## src/rtl/frame_buffer_matrix3_controller_pkg.sv

```systemverilog
// Shared types and slot arithmetic for the 3-row line buffer controller.
// Build option used by the top: FB_CTRL_OVERRUN_DETECT_EN.
package frame_buffer_matrix3_controller_pkg;

  localparam int P_FRAME_BUFFER_ROWS = 3;
  localparam int SLOT_BITS           = 2;

  typedef logic [SLOT_BITS-1:0] slot_t;

  typedef enum logic [2:0] {
    IDLE  = 3'd0,
    WRITE = 3'd1,
    READ  = 3'd2,
    WAIT  = 3'd3,
    DONE  = 3'd4
  } state_e;

  function automatic slot_t slot_inc(input slot_t s);
    slot_t r;
    if (s == SLOT_BITS'(P_FRAME_BUFFER_ROWS - 1)) begin
      r = SLOT_BITS'(0);
    end else begin
      r = s + SLOT_BITS'(1);
    end
    return r;
  endfunction

  function automatic slot_t slot_dec(input slot_t s);
    slot_t r;
    if (s == SLOT_BITS'(0)) begin
      r = SLOT_BITS'(P_FRAME_BUFFER_ROWS - 1);
    end else begin
      r = s - SLOT_BITS'(1);
    end
    return r;
  endfunction

endpackage

```

## src/rtl/frame_buffer_matrix3_controller_if.sv

```systemverilog
// Pixel-side inputs and buffer/window outputs of the line buffer controller.
// master = controller side, slave = environment side.
interface frame_buffer_matrix3_controller_if #(
  parameter int P_FRAME_COLUMNS = 640,
  parameter int P_FRAME_ROWS    = 480
);
  localparam int P_FRAME_COLUMN_BITS = $clog2(P_FRAME_COLUMNS);
  localparam int P_FRAME_ROW_BITS    = $clog2(P_FRAME_ROWS);

  logic                           I_PIXEL_CLK;
  logic                           I_DATA_VALID;
  logic                           I_FRAME_START;
  logic [P_FRAME_COLUMN_BITS-1:0] O_BUF_COLUMN;
  logic [1:0]                     O_BUF_SLOT;
  logic                           O_WRITE_ENABLE;
  logic                           O_READ_ENABLE;
  logic [P_FRAME_COLUMN_BITS-1:0] O_MATRIX_COLUMN;
  logic [P_FRAME_ROW_BITS-1:0]    O_MATRIX_ROW;
  logic                           O_MATRIX_VALID;
  logic                           O_BUSY;
  logic                           O_OVERRUN;

  modport master (
    input  I_PIXEL_CLK, I_DATA_VALID, I_FRAME_START,
    output O_BUF_COLUMN, O_BUF_SLOT, O_WRITE_ENABLE, O_READ_ENABLE,
           O_MATRIX_COLUMN, O_MATRIX_ROW, O_MATRIX_VALID, O_BUSY, O_OVERRUN
  );

  modport slave (
    output I_PIXEL_CLK, I_DATA_VALID, I_FRAME_START,
    input  O_BUF_COLUMN, O_BUF_SLOT, O_WRITE_ENABLE, O_READ_ENABLE,
           O_MATRIX_COLUMN, O_MATRIX_ROW, O_MATRIX_VALID, O_BUSY, O_OVERRUN
  );

endinterface

```

## src/rtl/frame_buffer_matrix3_controller_pixel_clock_edge_detector.sv

```systemverilog
// Brings the pixel clock and its data-valid flag into the system clock domain and
// produces a one-cycle pulse per pixel-clock rising edge, aligned with the synced valid.
module frame_buffer_matrix3_controller_pixel_clock_edge_detector (
  input  logic clk_i,
  input  logic rst_n_i,
  input  logic pixel_clk_i,
  input  logic data_valid_i,
  output logic pix_edge_o,
  output logic data_valid_o
);

  logic [2:0] sync_q;
  logic [1:0] dv_q;

  // Synchroniser chains; the valid chain is two deep so it lines up with sync_q[1].
  always_ff @(posedge clk_i or negedge rst_n_i) begin
    if (!rst_n_i) begin
      sync_q <= 3'b000;
      dv_q   <= 2'b00;
    end else begin
      sync_q <= {sync_q[1:0], pixel_clk_i};
      dv_q   <= {dv_q[0], data_valid_i};
    end
  end

  assign pix_edge_o   = sync_q[1] & ~sync_q[2];
  assign data_valid_o = dv_q[1];

endmodule

```

## src/rtl/frame_buffer_matrix3_controller.sv

```systemverilog
// Write/read sequencer for the 3-row grayscale line buffer feeding the Sobel stage.
// Optional sticky overrun flag built only when FB_CTRL_OVERRUN_DETECT_EN is defined.
module frame_buffer_matrix3_controller
  import frame_buffer_matrix3_controller_pkg::*;
#(
  parameter int P_FRAME_COLUMNS = 640,
  parameter int P_FRAME_ROWS    = 480,
  parameter int P_READ_LATENCY  = 1
) (
  input logic                         I_CLK,
  input logic                         I_RESET_N,
  frame_buffer_matrix3_controller_if.master bus
);

  localparam int COL_BITS  = $clog2(P_FRAME_COLUMNS);
  localparam int ROW_BITS  = $clog2(P_FRAME_ROWS);
  localparam int WAIT_BITS = (P_READ_LATENCY > 1) ? $clog2(P_READ_LATENCY) : 1;
  localparam logic [COL_BITS-1:0]  L_LAST_COL  = COL_BITS'(P_FRAME_COLUMNS - 1);
  localparam logic [ROW_BITS-1:0]  L_LAST_ROW  = ROW_BITS'(P_FRAME_ROWS - 1);
  localparam logic [WAIT_BITS-1:0] L_LAST_WAIT = WAIT_BITS'(P_READ_LATENCY - 1);

  logic pix_edge_s;
  logic data_valid_s;
  logic valid_pixel_s;

  state_e               state_q, state_d;
  logic [COL_BITS-1:0]  col_q, col_d;
  logic [ROW_BITS-1:0]  row_q, row_d;
  slot_t                slot_q, slot_d;
  logic [WAIT_BITS-1:0] wait_cnt_q, wait_cnt_d;
  logic [COL_BITS-1:0]  buf_col_q, buf_col_d;
  slot_t                buf_slot_q, buf_slot_d;
  logic [COL_BITS-1:0]  mcol_q, mcol_d;
  logic [ROW_BITS-1:0]  mrow_q, mrow_d;
  logic                 wr_en_q, wr_en_d;
  logic                 rd_en_q, rd_en_d;
  logic                 mv_q, mv_d;
  logic                 busy_q, busy_d;

  frame_buffer_matrix3_controller_pixel_clock_edge_detector u_edge (
    .clk_i        (I_CLK),
    .rst_n_i      (I_RESET_N),
    .pixel_clk_i  (bus.I_PIXEL_CLK),
    .data_valid_i (bus.I_DATA_VALID),
    .pix_edge_o   (pix_edge_s),
    .data_valid_o (data_valid_s)
  );

  assign valid_pixel_s = pix_edge_s & data_valid_s;

  // Next-state, counter and registered-output logic.
  always_comb begin
    state_d    = state_q;
    col_d      = col_q;
    row_d      = row_q;
    slot_d     = slot_q;
    wait_cnt_d = wait_cnt_q;
    buf_col_d  = buf_col_q;
    buf_slot_d = buf_slot_q;
    mcol_d     = mcol_q;
    mrow_d     = mrow_q;
    wr_en_d    = 1'b0;
    rd_en_d    = 1'b0;
    mv_d       = 1'b0;
    if (bus.I_FRAME_START) begin
      col_d      = COL_BITS'(0);
      row_d      = ROW_BITS'(0);
      slot_d     = SLOT_BITS'(0);
      wait_cnt_d = WAIT_BITS'(0);
      if (valid_pixel_s) begin
        state_d    = WRITE;
        wr_en_d    = 1'b1;
        buf_col_d  = COL_BITS'(0);
        buf_slot_d = SLOT_BITS'(0);
      end else begin
        state_d = IDLE;
      end
    end else begin
      case (state_q)
        IDLE: begin
          if (valid_pixel_s) begin
            state_d    = WRITE;
            wr_en_d    = 1'b1;
            buf_col_d  = col_q;
            buf_slot_d = slot_q;
          end else begin
            state_d = IDLE;
          end
        end
        WRITE: begin
          if (col_q == L_LAST_COL) begin
            col_d = COL_BITS'(0);
            if (row_q == L_LAST_ROW) begin
              row_d  = ROW_BITS'(0);
              slot_d = SLOT_BITS'(0);
            end else begin
              row_d  = row_q + ROW_BITS'(1);
              slot_d = slot_inc(slot_q);
            end
          end else begin
            col_d = col_q + COL_BITS'(1);
          end
          // A full 3x3 window exists once two prior rows and columns are stored.
          if ((col_q >= COL_BITS'(2)) && (row_q >= ROW_BITS'(2))) begin
            state_d    = READ;
            rd_en_d    = 1'b1;
            buf_col_d  = col_q - COL_BITS'(1);
            buf_slot_d = slot_dec(slot_q);
            mcol_d     = col_q - COL_BITS'(1);
            mrow_d     = row_q - ROW_BITS'(1);
          end else begin
            state_d = IDLE;
          end
        end
        READ: begin
          state_d    = WAIT;
          wait_cnt_d = WAIT_BITS'(0);
        end
        WAIT: begin
          if (wait_cnt_q == L_LAST_WAIT) begin
            state_d = DONE;
            mv_d    = 1'b1;
          end else begin
            wait_cnt_d = wait_cnt_q + WAIT_BITS'(1);
          end
        end
        DONE: begin
          state_d = IDLE;
        end
        default: begin
          state_d = IDLE;
        end
      endcase
    end
    busy_d = (state_d != IDLE);
  end

  // State, counters and output registers.
  always_ff @(posedge I_CLK or negedge I_RESET_N) begin
    if (!I_RESET_N) begin
      state_q    <= IDLE;
      col_q      <= COL_BITS'(0);
      row_q      <= ROW_BITS'(0);
      slot_q     <= SLOT_BITS'(0);
      wait_cnt_q <= WAIT_BITS'(0);
      buf_col_q  <= COL_BITS'(0);
      buf_slot_q <= SLOT_BITS'(0);
      mcol_q     <= COL_BITS'(0);
      mrow_q     <= ROW_BITS'(0);
      wr_en_q    <= 1'b0;
      rd_en_q    <= 1'b0;
      mv_q       <= 1'b0;
      busy_q     <= 1'b0;
    end else begin
      state_q    <= state_d;
      col_q      <= col_d;
      row_q      <= row_d;
      slot_q     <= slot_d;
      wait_cnt_q <= wait_cnt_d;
      buf_col_q  <= buf_col_d;
      buf_slot_q <= buf_slot_d;
      mcol_q     <= mcol_d;
      mrow_q     <= mrow_d;
      wr_en_q    <= wr_en_d;
      rd_en_q    <= rd_en_d;
      mv_q       <= mv_d;
      busy_q     <= busy_d;
    end
  end

  assign bus.O_BUF_COLUMN    = buf_col_q;
  assign bus.O_BUF_SLOT      = buf_slot_q;
  assign bus.O_WRITE_ENABLE  = wr_en_q;
  assign bus.O_READ_ENABLE   = rd_en_q;
  assign bus.O_MATRIX_COLUMN = mcol_q;
  assign bus.O_MATRIX_ROW    = mrow_q;
  assign bus.O_MATRIX_VALID  = mv_q;
  assign bus.O_BUSY          = busy_q;

`ifdef FB_CTRL_OVERRUN_DETECT_EN
  logic overrun_q, overrun_d;

  // A valid pixel seen outside IDLE is dropped; remember it until frame start.
  always_comb begin
    overrun_d = overrun_q;
    if (bus.I_FRAME_START) begin
      overrun_d = 1'b0;
    end else if (valid_pixel_s && (state_q != IDLE)) begin
      overrun_d = 1'b1;
    end else begin
      overrun_d = overrun_q;
    end
  end

  // Sticky overrun register.
  always_ff @(posedge I_CLK or negedge I_RESET_N) begin
    if (!I_RESET_N) begin
      overrun_q <= 1'b0;
    end else begin
      overrun_q <= overrun_d;
    end
  end

  assign bus.O_OVERRUN = overrun_q;
`else
  assign bus.O_OVERRUN = 1'b0;
`endif

endmodule
```

## src/flat_wrapper.sv

```systemverilog
// flat-port wrapper written by rule: the top's interface ports become plain ports
module frame_buffer_matrix3_controller_flat import frame_buffer_matrix3_controller_pkg::*;
#(
  parameter int P_FRAME_COLUMNS = 640,
  parameter int P_FRAME_ROWS    = 480,
  parameter int P_READ_LATENCY  = 1
)
  (I_CLK, I_RESET_N, bus_I_PIXEL_CLK, bus_I_DATA_VALID, bus_I_FRAME_START, bus_O_BUF_COLUMN, bus_O_BUF_SLOT, bus_O_WRITE_ENABLE, bus_O_READ_ENABLE, bus_O_MATRIX_COLUMN, bus_O_MATRIX_ROW, bus_O_MATRIX_VALID, bus_O_BUSY, bus_O_OVERRUN);
  frame_buffer_matrix3_controller_if #(.P_FRAME_COLUMNS(P_FRAME_COLUMNS), .P_FRAME_ROWS(P_FRAME_ROWS)) bus_i ();
  input logic I_CLK;
  input logic I_RESET_N;
  input wire logic [$bits(bus_i.I_PIXEL_CLK)-1:0] bus_I_PIXEL_CLK;
  input wire logic [$bits(bus_i.I_DATA_VALID)-1:0] bus_I_DATA_VALID;
  input wire logic [$bits(bus_i.I_FRAME_START)-1:0] bus_I_FRAME_START;
  output wire logic [$bits(bus_i.O_BUF_COLUMN)-1:0] bus_O_BUF_COLUMN;
  output wire logic [$bits(bus_i.O_BUF_SLOT)-1:0] bus_O_BUF_SLOT;
  output wire logic [$bits(bus_i.O_WRITE_ENABLE)-1:0] bus_O_WRITE_ENABLE;
  output wire logic [$bits(bus_i.O_READ_ENABLE)-1:0] bus_O_READ_ENABLE;
  output wire logic [$bits(bus_i.O_MATRIX_COLUMN)-1:0] bus_O_MATRIX_COLUMN;
  output wire logic [$bits(bus_i.O_MATRIX_ROW)-1:0] bus_O_MATRIX_ROW;
  output wire logic [$bits(bus_i.O_MATRIX_VALID)-1:0] bus_O_MATRIX_VALID;
  output wire logic [$bits(bus_i.O_BUSY)-1:0] bus_O_BUSY;
  output wire logic [$bits(bus_i.O_OVERRUN)-1:0] bus_O_OVERRUN;
  assign bus_i.I_PIXEL_CLK = bus_I_PIXEL_CLK;
  assign bus_i.I_DATA_VALID = bus_I_DATA_VALID;
  assign bus_i.I_FRAME_START = bus_I_FRAME_START;
  assign bus_O_BUF_COLUMN = bus_i.O_BUF_COLUMN;
  assign bus_O_BUF_SLOT = bus_i.O_BUF_SLOT;
  assign bus_O_WRITE_ENABLE = bus_i.O_WRITE_ENABLE;
  assign bus_O_READ_ENABLE = bus_i.O_READ_ENABLE;
  assign bus_O_MATRIX_COLUMN = bus_i.O_MATRIX_COLUMN;
  assign bus_O_MATRIX_ROW = bus_i.O_MATRIX_ROW;
  assign bus_O_MATRIX_VALID = bus_i.O_MATRIX_VALID;
  assign bus_O_BUSY = bus_i.O_BUSY;
  assign bus_O_OVERRUN = bus_i.O_OVERRUN;
  frame_buffer_matrix3_controller #(.P_FRAME_COLUMNS(P_FRAME_COLUMNS), .P_FRAME_ROWS(P_FRAME_ROWS), .P_READ_LATENCY(P_READ_LATENCY)) u_core (.I_CLK(I_CLK), .I_RESET_N(I_RESET_N), .bus(bus_i));
endmodule
```

## config.mk

```make
export PLATFORM = sky130hd
export DESIGN_NAME = frame_buffer_matrix3_controller_flat
export DESIGN_NICKNAME = d
export VERILOG_FILES = /design/src/rtl/frame_buffer_matrix3_controller_pkg.sv /design/src/rtl/frame_buffer_matrix3_controller_if.sv /design/src/rtl/frame_buffer_matrix3_controller_pixel_clock_edge_detector.sv /design/src/rtl/frame_buffer_matrix3_controller.sv /design/src/flat_wrapper.sv
export SDC_FILE = /design/constraint.sdc
export NUM_CORES = 1
export LEC_CHECK = 0
export BUFFER_PORTS_ARGS = -buffer_cell sky130_fd_sc_hd__buf_2
export CAP_MARGIN = 20
export CORE_MARGIN = 2
export CORE_UTILIZATION = 40
export DETAILED_ROUTE_END_ITERATION = 8
export PLACE_DENSITY = 0.67
export SETUP_SLACK_MARGIN = 0.2
export SLEW_MARGIN = 40
export SYNTH_ARGS = -nofsm -noshare
export SYNTH_HDL_FRONTEND = slang
export SYNTH_SLANG_ARGS = --single-unit
```

## constraint.sdc

```tcl
create_clock -name I_CLK -period 5.1 [get_ports I_CLK]
set_clock_uncertainty 0.05 [all_clocks]
set_input_delay 1.275 -clock I_CLK [delete_from_list [all_inputs] [get_ports I_CLK]]
set_output_delay 1.275 -clock I_CLK [all_outputs]
set_load 0.05 [all_outputs]
```

==> results.py, run 1 <==
metrics = {
    "synth": {
        "async_flop_share": 1.000,
        "synth_cell_types": 54,
        "ys_warn_count": 0,
        "synthTopCellsByCount": "dfrtp_1 (64), nand2_1 (54), o21ai_0 (26)",
        "synth_cells": 349,
        "ys_ff_latch": 64,
        "synth_flop_cell": "dfrtp_1",
        "yosysMostFrequentCell": "dfrtp_1",
        "synth_largest_area_cell": "dfrtp_1",
        "synth-edff-count": 0,
        "synth.area.top_cells": "dfrtp_1 (49%), nand2_1 (6.2%), xor2_1 (5.3%)",
        "syn-num-nets": 363,
        "avgSynthCellArea_um2": 9.432,
        "synth.top_cell.area_share": 0.4865,
        "syn_area_um2": 3292,
        "seq_area_frac_synth": 0.4865,
    },
    "placement": {
        "place.gp.congestion": 0.8732,
        "dp_slack_ns": 1.888,
        "place_area_um2": 3522,
        "hpwl_mm": 4.658,
        "portBuffers": 39,
    },
    "critical_path": {
        "setup.worst_path.end_class": "flip-flop",
        "reg2reg_depth": 6,
        "worstReg2RegStart": "u_core.col_q[0]",
        "reg2reg_to": "u_core.col_q[5]",
        "start_kind": "input pin",
        "path_class": "input pin to flip-flop",
        "crit_start": "bus_I_FRAME_START",
        "worstPathArrival_ns": 2.99,
        "critPathRequiredTime_ns": 5.25,
        "r2r_slack_ns": 2.75,
        "crit_fanout": 37,
        "crit_path_end": "u_core.bus.O_MATRIX_COLUMN[6]",
    },
    "route": {
        "routed_wl_mm": 6.818,
        "top_layer_used": "met4",
        "wl_per_cell_um": 14.06,
        "wl_met1_mm": 3.092,
        "drtPass1Iterations": 4,
        "drc": 0,
        "met3WireLength_um": 309,
        "drt-initial-drc-count": 130,
        "wl_met2_mm": 3.303,
        "postRouteAntennaNets": 0,
        "vias_per_cell": 5.142,
        "vias": 2494,
    },
    "clock_network": {
        "hold_buffers": 0,
        "cts-htree-levels": 3,
        "numCtsBuffers": 9,
        "post_cts_resized": 0,
        "clkLatencyLatePin_ns": 0.35,
        "clk_path_buf_depth": 2,
        "cts-root-buf": "clkbuf_8",
        "cts_tree": "yes",
        "post_cts_buffers": 0,
        "clock-sinks": 64,
        "path_clk_slew_ns": 0.07,
    },
    "grt": {
        "grt_pass1_vias": 2361,
        "grt_max_degree": 65,
        "grtUsageTotal": 0.1627,
        "grt_first_pass_wirelength_mm": 11.30,
        "antenna_found_initial": 0,
        "grt_overflow_total": 0,
    },
    "die": {
        "io_pins": 41,
        "rows": 33,
        "dieArea_um2": 8972,
        "coreArea_um2": 8093,
        "start_util": 0.4068,
        "die_w_um": 94.72,
        "die_y_um": 94.72,
    },
    "sta": {
        "rsz0062_at_grt": "no",
        "timing.final.ws_setup_ns": 2.257,
        "max_freq_mhz": 351.7,
        "finalSetupTns_ns": 0,
        "report.final.slew_viol_count": 0,
        "period_minus_slack_ns": 2.843,
        "finalHoldViolations": 0,
        "period_share": 0.5575,
        "worst_pin_slew_ns": 0.7512,
        "setup_viol_count_final": 0,
        "relSlewSlack": 0.4981,
        "whs_ns": 0.3013,
    },
    "pwr": {
        "combinationalPowerShare": 0.192,
        "seq_power_share": 0.440,
        "powerDensity_nw_per_um2": 348.5,
        "vdd_drop_max_uv": 112.5,
        "internal-power_uw": 884.4,
        "pwr-share-clk": 0.368,
        "sw_frac_of_total": 0.3225,
        "switching_power_uw": 421.0,
        "p_leak_nw": 1.814,
    },
    "finish": {
        "fin_area_um2": 3746,
        "nets": 389,
        "area_growth_pct": 13.80,
        "n_antenna_cell": 0,
        "drive_gt1_frac": 0.1842,
    },
    "worst_hold_path": {
        "holdCritPathClass": "flip-flop to flip-flop",
    },
    "status": {
        "run_status": "complete, no violations",
    },
    "job": {
        "drv_cap": 0,
    },
}
[cells in the final DEF (no fill, tap or decap), types with 7 or more instances in the layout]
cell / count
clkbuf_8: 9
buf_2: 39
o21ai_0: 26
nand3_1: 16
o31ai_1: 12
xor2_1: 20
nor2_1: 25
inv_1: 11
xnor2_1: 9
nor3_1: 9
dfrtp_1: 64
ha_1: 9
nand2_1: 54
a21oi_1: 7
[metrics by stage]
stage / cells / utilization / total power [mW]
2_1_floorplan: 349 / - / 0.7709
3_3_place_gp: 469 / 0.4346 / 0.8326
3_5_place_dp: 469 / 0.4352 / 0.8367
4_1_cts: 485 / 0.4624 / 1.320
5_1_grt: 485 / 0.4629 / 1.371
6_report: 485 / 0.4629 / 1.305
[how the worst min path moves through the flow]
stage	slack (ns)	startpoint	to	cells past startpoint
5_1_grt	0.30	u_core.u_edge.dv_q[0]	u_core.u_edge.dv_q[1]	0
6_report	0.30	u_core.u_edge.dv_q[0]	u_core.u_edge.dv_q[1]	0
4_1_cts	0.30	u_core.u_edge.dv_q[0]	u_core.u_edge.dv_q[1]	0
2_1_floorplan	0.28	u_core.u_edge.dv_q[0]	u_core.u_edge.dv_q[1]	0
3_3_place_gp	0.28	u_core.u_edge.sync_q[0]	u_core.u_edge.sync_q[1]	0
3_5_place_dp	0.28	u_core.u_edge.dv_q[0]	u_core.u_edge.dv_q[1]	0
[sequential cells by signal (all words and copies together) (netlist names)]
register,flops
u_core.bus.O_BUF_COLUMN,10
u_core.bus.O_BUF_SLOT,2
u_core.bus.O_BUSY,1
u_core.bus.O_MATRIX_COLUMN,10
u_core.bus.O_MATRIX_ROW,9
u_core.bus.O_MATRIX_VALID,1
u_core.bus.O_READ_ENABLE,1
u_core.bus.O_WRITE_ENABLE,1
u_core.col_q,10
u_core.row_q,9
u_core.slot_q,2
u_core.state_q,3
u_core.u_edge.dv_q,2
u_core.u_edge.sync_q,3
[cell type report]
| type | count | area, µm² |
|---|---|---|
| repair buffers | 42 | 221.5 |
| multi-input cells | 247 | 1530 |
| clock buffers | 9 | 123.9 |
| inverters | 11 | 41.29 |
| clock inverters | 7 | 96.34 |
| fillers | 816 | 4347 |
| well taps | 105 | 131.4 |
| flip-flops and latches | 64 | 1602 |
[power groups by stage]
stage | sequential [mW] | clock (mW) | combinational (mW)
2_1_floorplan | 0.660 | 0 | 0.111
3_3_place_gp | 0.583 | 0 | 0.249
3_5_place_dp | 0.584 | 0 | 0.253
4_1_cts | 0.574 | 0.491 | 0.255
5_1_grt | 0.580 | 0.513 | 0.278
6_report | 0.574 | 0.480 | 0.251
[per-layer routing]
metal  track usage  vias to the layer above
met5             0                        -
met4       0.06522                        0
met3       0.03911                       12
met2        0.2577                       57
met1        0.2147                     1165
li1              -                     1260
[logic make-up after synthesis]
kind of cell | share of synthesized area
flops | 0.4865
compound gates | 0.1448
fa+ha+maj | 0.03421
xor+xnor | 0.07716
other cells | 0.001139
mux | 0.003041
simple gates | 0.2030
buf+inv | 0.05017
[worst max-delay path, stage by stage]
cell	delay, ns
buf_2	0.27
nor4b_2	0.52
nand3_2	0.57
nand2_1	0.21
o21ai_0	0.11
Note: power is estimated with default switching activity, not from simulation.
==> run 2, diff against run 1 <==
Settings changed: PLACE_DENSITY 0.67 to 0.69.
Clock period 5.1 ns to 2.6 ns, I/O delays scaled along.
==> results.py, run 2 (synthesized netlist as in run 1, its figures left out) <==
metrics = {
    "placement": {
        "place.gp.congestion": 0.9153,
        "hpwl_mm": 4.987,
        "numPlacedInstances": 479,
        "portBuffers": 39,
    },
    "clock_network": {
        "post_cts_resized": 0,
        "clock-sinks": 64,
        "path_clk_slew_ns": 0.07,
        "cts-htree-levels": 3,
        "numCtsBuffers": 9,
        "clk_path_buf_depth": 2,
        "hold_buffers": 0,
        "clkLatencyLatePin_ns": 0.34,
        "cts-root-buf": "clkbuf_8",
        "post_cts_buffers": 0,
        "cts_tree": "yes",
    },
    "grt": {
        "use_met1": 0.2316,
        "grt_first_pass_wirelength_mm": 12.12,
        "grt_use_met3": 0.03831,
        "grtUsageTotal": 0.1743,
        "grt_pass1_vias": 2483,
        "grt_overflow_total": 0,
        "antenna_found_initial": 0,
        "met2_usage": 0.2790,
        "grt_max_degree": 38,
        "busiest_layer": "met2",
    },
    "sta": {
        "relSlewSlack": 0.5738,
        "worst_pin_slew_ns": 0.6344,
        "period_share": 0.8359,
        "rsz0062_at_grt": "no",
        "max_freq_mhz": 460.1,
        "setup_viol_count_final": 0,
        "finalHoldViolations": 0,
        "finalSetupTns_ns": 0,
        "report.final.slew_viol_count": 0,
        "period_minus_slack_ns": 2.173,
        "whs_ns": 0.1994,
    },
    "critical_path": {
        "path_class": "flip-flop to flip-flop",
        "crit_fanout": 10,
        "reg2reg_depth": 5,
        "cpPeakStageDelay_ns": 0.56,
        "worstPathArrival_ns": 2.37,
        "worstReg2RegStart": "u_core.state_q[0]",
        "cp_slowest_cell": "or3b_1",
        "critPathRequiredTime_ns": 2.80,
        "reg2reg_to": "u_core.row_q[3]",
        "start_kind": "flip-flop",
        "r2r_slack_ns": 0.43,
        "setup.worst_path.end_class": "flip-flop",
        "path_cells": "or3b_1, nor4_4, or2_4, nand2_4, o31ai_2",
    },
    "finish": {
        "nets": 399,
        "n_antenna_cell": 0,
        "area_growth_pct": 16.57,
        "drive_gt1_frac": 0.1974,
        "nFillCells": 795,
        "final_cells": 495,
        "layout_common_cells": "dfrtp_1 (64), nand2_1 (54), buf_2 (39)",
        "layout_commonest_cell": "dfrtp_1",
    },
    "die": {
        "die_w_um": 94.72,
        "io_pins": 41,
        "die_y_um": 94.72,
        "coreArea_um2": 8093,
        "dieArea_um2": 8972,
        "start_util": 0.4068,
        "rows": 33,
    },
    "route": {
        "drc": 0,
        "drt-initial-drc-count": 167,
        "routed_wl_mm": 6.999,
        "vias": 2557,
        "vias_per_cell": 5.166,
        "postRouteAntennaNets": 0,
        "wl_per_cell_um": 14.14,
        "drtPass1Iterations": 5,
    },
    "status": {
        "run_status": "complete, no violations",
    },
    "worst_hold_path": {
        "holdCritPathClass": "input pin to asynchronous set/reset pin",
    },
    "pwr": {
        "powerDensity_nw_per_um2": 683.2,
        "vdd_drop_max_uv": 273.5,
        "power_mw": 2.622,
        "p_leak_nw": 1.884,
    },
    "job": {
        "drv_cap": 0,
    },
}
## run 2: cell count changes in the layout (fill, tap and decap cells not counted), sizes merged
cell      before  now
buf           42   52
clkinvlp       3    0
clkinv         2    0
clkbuf         9   14
## run 2: metal layers
metal	part of all wire	wire length [µm]
met1	0.46	3215
met2	0.49	3446
met3	0.044	306
met4	0.0044	31
met5	0	0
## run 2: cell type report
cell class                 count  area [µm²]  area share
sequential                    64        1602      0.4173
multi-input combinational    247        1525      0.3975
timing repair buffer          52       305.3     0.07956
inverter                      11       41.29     0.01076
tap                          105       131.4     0.03424
clock buffer                  14       172.7     0.04500
clock inverter                 2       60.06     0.01565
## run 2: worst max path at each step
stage / from / cells after the start / slack (ns) / endpoint
floorplan: u_core.col_q[0] / 7 / 0.61 / u_core.bus.O_BUF_COLUMN[8]
global placement: u_core.state_q[0] / 5 / 0.42 / u_core.row_q[6]
detailed placement: u_core.state_q[0] / 5 / 0.42 / u_core.row_q[5]
CTS: u_core.state_q[0] / 5 / 0.42 / u_core.row_q[3]
global route: u_core.col_q[6] / 6 / 0.25 / u_core.bus.O_BUF_COLUMN[9]
finish: u_core.state_q[0] / 5 / 0.43 / u_core.row_q[3]
## run 2: report_power, final
part	total, mW	switching [mW]	internal, mW
registers	1.13	0.0624	1.06
clock network	0.994	0.374	0.620
logic	0.501	0.364	0.137
total	2.62	0.800	1.82
## run 2: critical path: cells and delay by family (launching register included)
| family | cells | cell delay, ns |
|---|---|---|
| AND/OR/NAND/NOR | 4 | 1.33 |
| AO/OA/AOI/OAI | 1 | 0.23 |
| flip-flops | 1 | 0.48 |
## run 2: metrics by stage
step,setup WS (ns),area [µm²],utilization
after CTS,0.4156,3837,0.4742
after detailed placement,0.4216,3605,0.4454
after floorplan,0.6130,3292,-
after global routing,0.2547,3837,0.4742
after global placement,0.4152,3605,0.4454
final,0.4266,3837,0.4742
